File: src/rtl/mic_pkg.sv
// Shared constants for the microphone jump detector: divider, window and
// holdoff lengths for normal and test mode, plus the FSM state encoding.
package mic_pkg;

  localparam logic [5:0] HALF_NORM = 6'd20;
  localparam logic [5:0] HALF_TEST = 6'd2;

  localparam logic [8:0] WIN_NORM  = 9'd256;
  localparam logic [8:0] WIN_TEST  = 9'd16;

  localparam logic [4:0] HOLD_NORM = 5'd16;
  localparam logic [4:0] HOLD_TEST = 5'd2;

  localparam logic [1:0] ST_IDLE   = 2'd0;
  localparam logic [1:0] ST_FIRE   = 2'd1;
  localparam logic [1:0] ST_HOLD   = 2'd2;
  localparam logic [1:0] ST_REARM  = 2'd3;

  // Distance of the ones count from the window midpoint; never exceeds 128.
  function automatic logic [7:0] abs_dev(input logic [8:0] ones, input logic [8:0] mid);
    return 8'((ones >= mid) ? (ones - mid) : (mid - ones));
  endfunction

endpackage

File: src/rtl/mic_jump_detect_if.sv
// PDM microphone pins. The detector is the master (drives the mic clock and
// channel select); the microphone model is the slave (drives the data line).
interface mic_jump_detect_if;
  logic M_CLK;
  logic M_LRSEL;
  logic M_DATA;

  modport master (output M_CLK, output M_LRSEL, input M_DATA);
  modport slave  (input M_CLK, input M_LRSEL, output M_DATA);
endinterface

File: src/rtl/mic_clk_gen.sv
// Microphone clock divider, data synchronizer and sample strobe.
// M_CLK is registered from the next divider value so it is glitch-free and
// aligned with div_cnt; the strobe marks the last high cycle of M_CLK.
module mic_clk_gen
  import mic_pkg::*;
(
  input  logic CLK100MHZ,
  input  logic CPU_RESETN,
  input  logic clr,
  input  logic istesting,
  input  logic m_data,
  output logic m_clk,
  output logic sample_stb,
  output logic sample_bit
);

  logic [5:0] div_cnt;
  logic [5:0] div_nxt;
  logic [5:0] half;
  logic [5:0] div_top;
  logic       sync_1;
  logic       sync_2;

  // Next divider value: wrap at 2*HALF-1, forced to 0 while cleared.
  always_comb begin
    half    = istesting ? HALF_TEST : HALF_NORM;
    div_top = (half << 1) - 6'd1;
    if (clr) begin
      div_nxt = '0;
    end else if (div_cnt == div_top) begin
      div_nxt = '0;
    end else begin
      div_nxt = div_cnt + 6'd1;
    end
  end

  // Divider counter and registered microphone clock.
  always_ff @(posedge CLK100MHZ) begin
    if (!CPU_RESETN) begin
      div_cnt <= '0;
      m_clk   <= 1'b0;
    end else begin
      div_cnt <= div_nxt;
      m_clk   <= (div_nxt >= half);
    end
  end

  // Two-flop synchronizer for the asynchronous PDM data line.
  always_ff @(posedge CLK100MHZ) begin
    if (!CPU_RESETN) begin
      sync_1 <= 1'b0;
      sync_2 <= 1'b0;
    end else begin
      sync_1 <= m_data;
      sync_2 <= sync_1;
    end
  end

  assign sample_stb = !clr && (div_cnt == div_top);
  assign sample_bit = sync_2;

endmodule

File: src/rtl/mic_jump_detect.sv
// Loudness-triggered jump detector: counts PDM ones per window, reports the
// deviation from the midpoint as level, and fires one jump per loud event.
//
// state    | meaning
// ---------+---------------------------------------------------------------
// IDLE     | armed; a window with level >= threshold fires
// FIRE     | one-cycle jump pulse
// HOLD     | ignore levels for HOLD_WIN windows after a jump
// REARM    | wait for a quiet window (level < threshold) before re-arming
module mic_jump_detect
  import mic_pkg::*;
(
  input  logic               CLK100MHZ,
  input  logic               CPU_RESETN,
  mic_jump_detect_if.master  mic,
  input  logic               mic_en,
  input  logic               istesting,
  input  logic [7:0]         threshold,
  output logic [7:0]         level,
  output logic               level_valid,
  output logic               jump
);

  logic       ist_q;
  logic       clr;
  logic       sample_stb;
  logic       sample_bit;
  logic [7:0] samp_cnt;
  logic [8:0] ones;
  logic [8:0] ones_tot;
  logic [8:0] win_len;
  logic [8:0] win_m1;
  logic [8:0] win_mid;
  logic [4:0] hold_m1;
  logic [4:0] hold_cnt;
  logic [1:0] state;

  assign mic.M_LRSEL = 1'b0;

  // Track istesting so a mode change restarts everything; not reset, so
  // leaving reset never looks like a mode change.
  always_ff @(posedge CLK100MHZ) begin
    ist_q <= istesting;
  end

  assign clr = !mic_en || (istesting != ist_q);

  mic_clk_gen u_clk_gen (
    .CLK100MHZ  (CLK100MHZ),
    .CPU_RESETN (CPU_RESETN),
    .clr        (clr),
    .istesting  (istesting),
    .m_data     (mic.M_DATA),
    .m_clk      (mic.M_CLK),
    .sample_stb (sample_stb),
    .sample_bit (sample_bit)
  );

  // Mode-dependent window and holdoff limits.
  always_comb begin
    win_len  = istesting ? WIN_TEST : WIN_NORM;
    win_m1   = win_len - 9'd1;
    win_mid  = win_len >> 1;
    hold_m1  = (istesting ? HOLD_TEST : HOLD_NORM) - 5'd1;
    ones_tot = ones + {8'd0, sample_bit};
  end

  // Window accumulator; the closing sample publishes level and restarts.
  always_ff @(posedge CLK100MHZ) begin
    if (!CPU_RESETN) begin
      samp_cnt    <= '0;
      ones        <= '0;
      level       <= '0;
      level_valid <= 1'b0;
    end else if (clr) begin
      samp_cnt    <= '0;
      ones        <= '0;
      level_valid <= 1'b0;
    end else begin
      level_valid <= 1'b0;
      if (sample_stb) begin
        if ({1'b0, samp_cnt} == win_m1) begin
          level       <= abs_dev(ones_tot, win_mid);
          level_valid <= 1'b1;
          samp_cnt    <= '0;
          ones        <= '0;
        end else begin
          samp_cnt <= samp_cnt + 8'd1;
          ones     <= ones_tot;
        end
      end
    end
  end

  // Jump FSM: all states except FIRE advance only on a level update.
  always_ff @(posedge CLK100MHZ) begin
    if (!CPU_RESETN) begin
      state    <= ST_IDLE;
      hold_cnt <= '0;
    end else if (clr) begin
      state    <= ST_IDLE;
      hold_cnt <= '0;
    end else begin
      case (state)
        ST_IDLE: begin
          if (level_valid && (level >= threshold)) begin
            state <= ST_FIRE;
          end
        end
        ST_FIRE: begin
          state    <= ST_HOLD;
          hold_cnt <= '0;
        end
        ST_HOLD: begin
          if (level_valid) begin
            if (hold_cnt == hold_m1) begin
              state <= ST_REARM;
            end else begin
              hold_cnt <= hold_cnt + 5'd1;
            end
          end
        end
        ST_REARM: begin
          if (level_valid && (level < threshold)) begin
            state <= ST_IDLE;
          end
        end
        default: state <= ST_IDLE;
      endcase
    end
  end

  assign jump = (state == ST_FIRE);

endmodule

File: src/flat_wrapper.sv
// flat-port wrapper written by rule: the top's interface ports become plain ports
module mic_jump_detect_flat import mic_pkg::*;
  (CLK100MHZ, CPU_RESETN, mic_en, istesting, threshold, level, level_valid, jump, mic_M_CLK, mic_M_LRSEL, mic_M_DATA);
  mic_jump_detect_if mic_i ();
  input  logic CLK100MHZ;
  input  logic CPU_RESETN;
  input  logic mic_en;
  input  logic istesting;
  input  logic [7:0] threshold;
  output logic [7:0] level;
  output logic level_valid;
  output logic jump;
  output wire logic [$bits(mic_i.M_CLK)-1:0] mic_M_CLK;
  output wire logic [$bits(mic_i.M_LRSEL)-1:0] mic_M_LRSEL;
  input wire logic [$bits(mic_i.M_DATA)-1:0] mic_M_DATA;
  assign mic_M_CLK = mic_i.M_CLK;
  assign mic_M_LRSEL = mic_i.M_LRSEL;
  assign mic_i.M_DATA = mic_M_DATA;
  mic_jump_detect u_core (.CLK100MHZ(CLK100MHZ), .CPU_RESETN(CPU_RESETN), .mic(mic_i), .mic_en(mic_en), .istesting(istesting), .threshold(threshold), .level(level), .level_valid(level_valid), .jump(jump));
endmodule
File: config.mk
export PLATFORM = sky130hd
export DESIGN_NAME = mic_jump_detect_flat
export DESIGN_NICKNAME = d
export VERILOG_FILES = /design/src/rtl/mic_pkg.sv /design/src/rtl/mic_jump_detect_if.sv /design/src/rtl/mic_clk_gen.sv /design/src/rtl/mic_jump_detect.sv /design/src/flat_wrapper.sv
export SDC_FILE = /design/constraint.sdc
export NUM_CORES = 1
export LEC_CHECK = 0
export CAP_MARGIN = 20
export CORE_ASPECT_RATIO = 1.75
export CORE_MARGIN = 3
export CORE_UTILIZATION = 50
export CTS_CLUSTER_SIZE = 20
export DETAILED_ROUTE_END_ITERATION = 12
export PLACE_DENSITY = 0.78
export SYNTH_ARGS = -nofsm -noshare
export SYNTH_HDL_FRONTEND = slang
export SYNTH_SLANG_ARGS = --single-unit
File: constraint.sdc
create_clock -name CLK100MHZ -period 2.9 [get_ports CLK100MHZ]
set_input_delay 0.725 -clock CLK100MHZ [delete_from_list [all_inputs] [get_ports CLK100MHZ]]
set_output_delay 0.725 -clock CLK100MHZ [all_outputs]
set_load 0.005 [all_outputs]
==> results.sh <==
export IMPL_status="finished, final reports clean"
export IMPL_placementRows=34
export IMPL_grt_pass1_wl_um=10500
export IMPL_path_class="input pin to flop"
export IMPL_dr_pass1_iters=4
export IMPL_period_minus_slack_ns=2.81
export IMPL_synth_seq_cells=43
export IMPL_wl_per_cell_um=15.1
export IMPL_instances_no_fill=424
export IMPL_clk_root_buffer_cell="clkbuf_8"
export IMPL_htree_levels=2
export IMPL_cp_required_ns=3.09
export IMPL_fillers=447
export IMPL_port_buffers=23
export IMPL_p_comb_frac=0.100
export IMPL_rr_worst_depth=9
export IMPL_drt_iter0_markers=81
export IMPL_cts_buffers=5
export IMPL_worstSkewPairLatency_ns=0.30
export IMPL_ios=25
export IMPL_p_seq_frac=0.548
export IMPL_antenna_cells=0
export IMPL_vias=2511
export IMPL_cts_path_max_buffers=2
export IMPL_cts_resized_gates=0
export IMPL_synthArstFlopShare=0
export IMPL_synth_edf_count=0
export IMPL_hold_buffers=0
export IMPL_hold_viol_final=0
export IMPL_p_int_w=0.000816
export IMPL_final_cell_mix="dfxtp_1 (43), nor2_1 (34), buf_4 (31)"
export IMPL_antenna_found_initial=0
export IMPL_synth_seq_area_share=0.323
export IMPL_gp_congestion=0.878
export IMPL_drcViolationCount=0
export IMPL_cts_sinks=43
export IMPL_area_growth_pct=21.5
export IMPL_yosys_area_top_type="dfxtp_1"
export IMPL_cts_tree="built"
export IMPL_setup_violations=0
export IMPL_drive_gt1_frac=0.122
export IMPL_critPathCaptureType="flop"
export IMPL_grt_pass1_vias=2419
export IMPL_grt_max_degree=17
export IMPL_avgSynthCellArea_um2=8.28
export IMPL_vias_per_cell=5.92
export IMPL_synthesis_area_um2=2670
export IMPL_overflow=0
export IMPL_dp_hpwl_um=4990
export IMPL_yosys_warnings=0
export IMPL_final_max_slew_violation_count=0
export IMPL_cts_reportedPaths_clkPinSlew_ns=0.08
export IMPL_place_inst=416
export IMPL_syn_num_nets=360
export IMPL_whs_path_depth=1
export IMPL_yosys_cell_types_count=49
export IMPL_die_w_um=61.2
export IMPL_min_path_type="flop to flop"
export IMPL_max_slew_margin=0.650
export IMPL_synth_cells=322
export IMPL_p_leak_nw=1.32
export IMPL_power_density_nw_per_um2=336
export IMPL_die_y_um=103
export IMPL_synth_ff_type="dfxtp_1"
export IMPL_worst_path_max_fanout=3
export IMPL_dieArea_um2=6280
export IMPL_worstSetupStartpointType="input pin"
export IMPL_yosys_top_cells_area="dfxtp_1 (32%), ha_1 (12%), nor2_1 (4.8%)"
export IMPL_fin_skew_ns=0.00493
export IMPL_swShare=0.249
export IMPL_wirelength_um=6420
export IMPL_start_util=0.526
export IMPL_p_clk_frac=0.352
export IMPL_crit_arrival_ns=3.01
export IMPL_tightest_slew_ns=0.520
export IMPL_cap_violations=0
export IMPL_fin_crit_sh=0.971
export IMPL_timing_fmax_ghz=0.355
export IMPL_mostFrequentLayoutCell="dfxtp_1"
export IMPL_ir_drop_mv=0.275
export IMPL_netlist_area_leader_share=0.323
export IMPL_fp_coreArea_um2=5060
export IMPL_nets=407
export IMPL_cts_setup_buffers=0
export IMPL_antenna_left=0
export IMPL_finalCoreUtilization=0.640
export IMPL_grt_util_all_layers=0.221
export IMPL_switchingPower_w=0.000271
## per-layer routing
metal  vias to the layer above  wire (um)  global-route usage
met2                        66       3480               0.411
met1                      1167       2420               0.214
met3                        29        180              0.0426
met4                         0        346               0.124
met5                         -          0                   0
li1                       1249          -                   -
## critical path, stage by stage
cell and delay [ns]:
clkdlybuf4s50_1 0.49, or3b_4 0.39, a2111o_1 0.39, or3_4 0.41, or3_1 0.40, a21oi_2 0.15, nor4b_1 0.06
## power by group through the flow
stage	Sequential, W	Combinational (W)	Clock (W)
finish	0.000595	0.000109	0.000383
global route	0.000596	0.000119	0.000416
CTS	0.000595	0.000106	0.000391
detailed placement	0.000609	0.000104	0
global placement	0.000609	0.000101	0
floorplan	0.000609	0.0000547	0
## cells by family after synthesis
logic type | count (synthesis) | synth area share
muxes | 4 | 0.0155
buffers and inverters | 31 | 0.0469
xor gates and xnor gates | 23 | 0.0756
AOI/OAI and AO/OA | 67 | 0.168
DFF | 43 | 0.323
other | 1 | 0.00141
and+or+nand+nor | 128 | 0.252
adders and majority gates | 25 | 0.117
## per-stage QoR
stage	power (W)	setup slack (ns)	setup TNS [ns]	hold WS (ns)	cell area (um^2)
4_1_cts	0.00109	0.0827	0	0.452	3220
5_1_grt	0.00113	-0.0201	-0.0201	0.458	3240
3_5_place_dp	0.000713	-0.216	-1.19	0.429	3130
2_1_floorplan	0.000664	0.0783	0	0.412	2670
6_report	0.00109	0.0854	0	0.443	3240
3_3_place_gp	0.000711	-0.187	-0.803	0.431	3130
## synth_stat cells (5+ instances only)
library cell,n
nand4_1,8
o21ai_0,14
clkbuf_1,11
or3_1,6
xnor2_1,12
nor2_1,34
dfxtp_1,43
ha_1,25
nor3_1,11
a21oi_1,17
nand2_1,18
a22oi_1,6
nor2b_1,5
inv_1,17
and3_1,7
nand3_1,15
xor2_1,11
## cell type report
| class | instances | area [um^2] | share of cell area |
|---|---|---|---|
| Clock inverter | 2 | 12.5 | 0.00386 |
| Clock buffer | 6 | 72.6 | 0.0224 |
| Multi-Input combinational cell | 248 | 1700 | 0.524 |
| Timing Repair Buffer | 54 | 463 | 0.143 |
| Sequential cell | 43 | 861 | 0.266 |
| Tap cell | 54 | 67.6 | 0.0209 |
| Inverter | 17 | 63.8 | 0.0197 |
## flip-flops by register name, summed over array words and instances, names as in the netlist
register	cells
u_core.hold_cnt	5
u_core.samp_cnt	8
u_core.u_clk_gen.div_cnt	6
u_core.ist_q	1
u_core.u_clk_gen.sync_1	1
u_core.level	8
u_core.u_clk_gen.m_clk	1
u_core.ones	9
u_core.level_valid	1
u_core.u_clk_gen.sample_bit	1
u_core.state	2
## worst paths after layout
kind / startpoint / to / slack (ns)
worst max-delay path: istesting / u_core.level[6] / 0.09
worst min-delay path: u_core.u_clk_gen.sync_1 / u_core.u_clk_gen.sample_bit / 0.44
worst max register to register: u_core.ones[5] / u_core.level[3] / 0.25
worst min register to register: u_core.u_clk_gen.sync_1 / u_core.u_clk_gen.sample_bit / 0.44
Power figures use the tool's default switching activity.
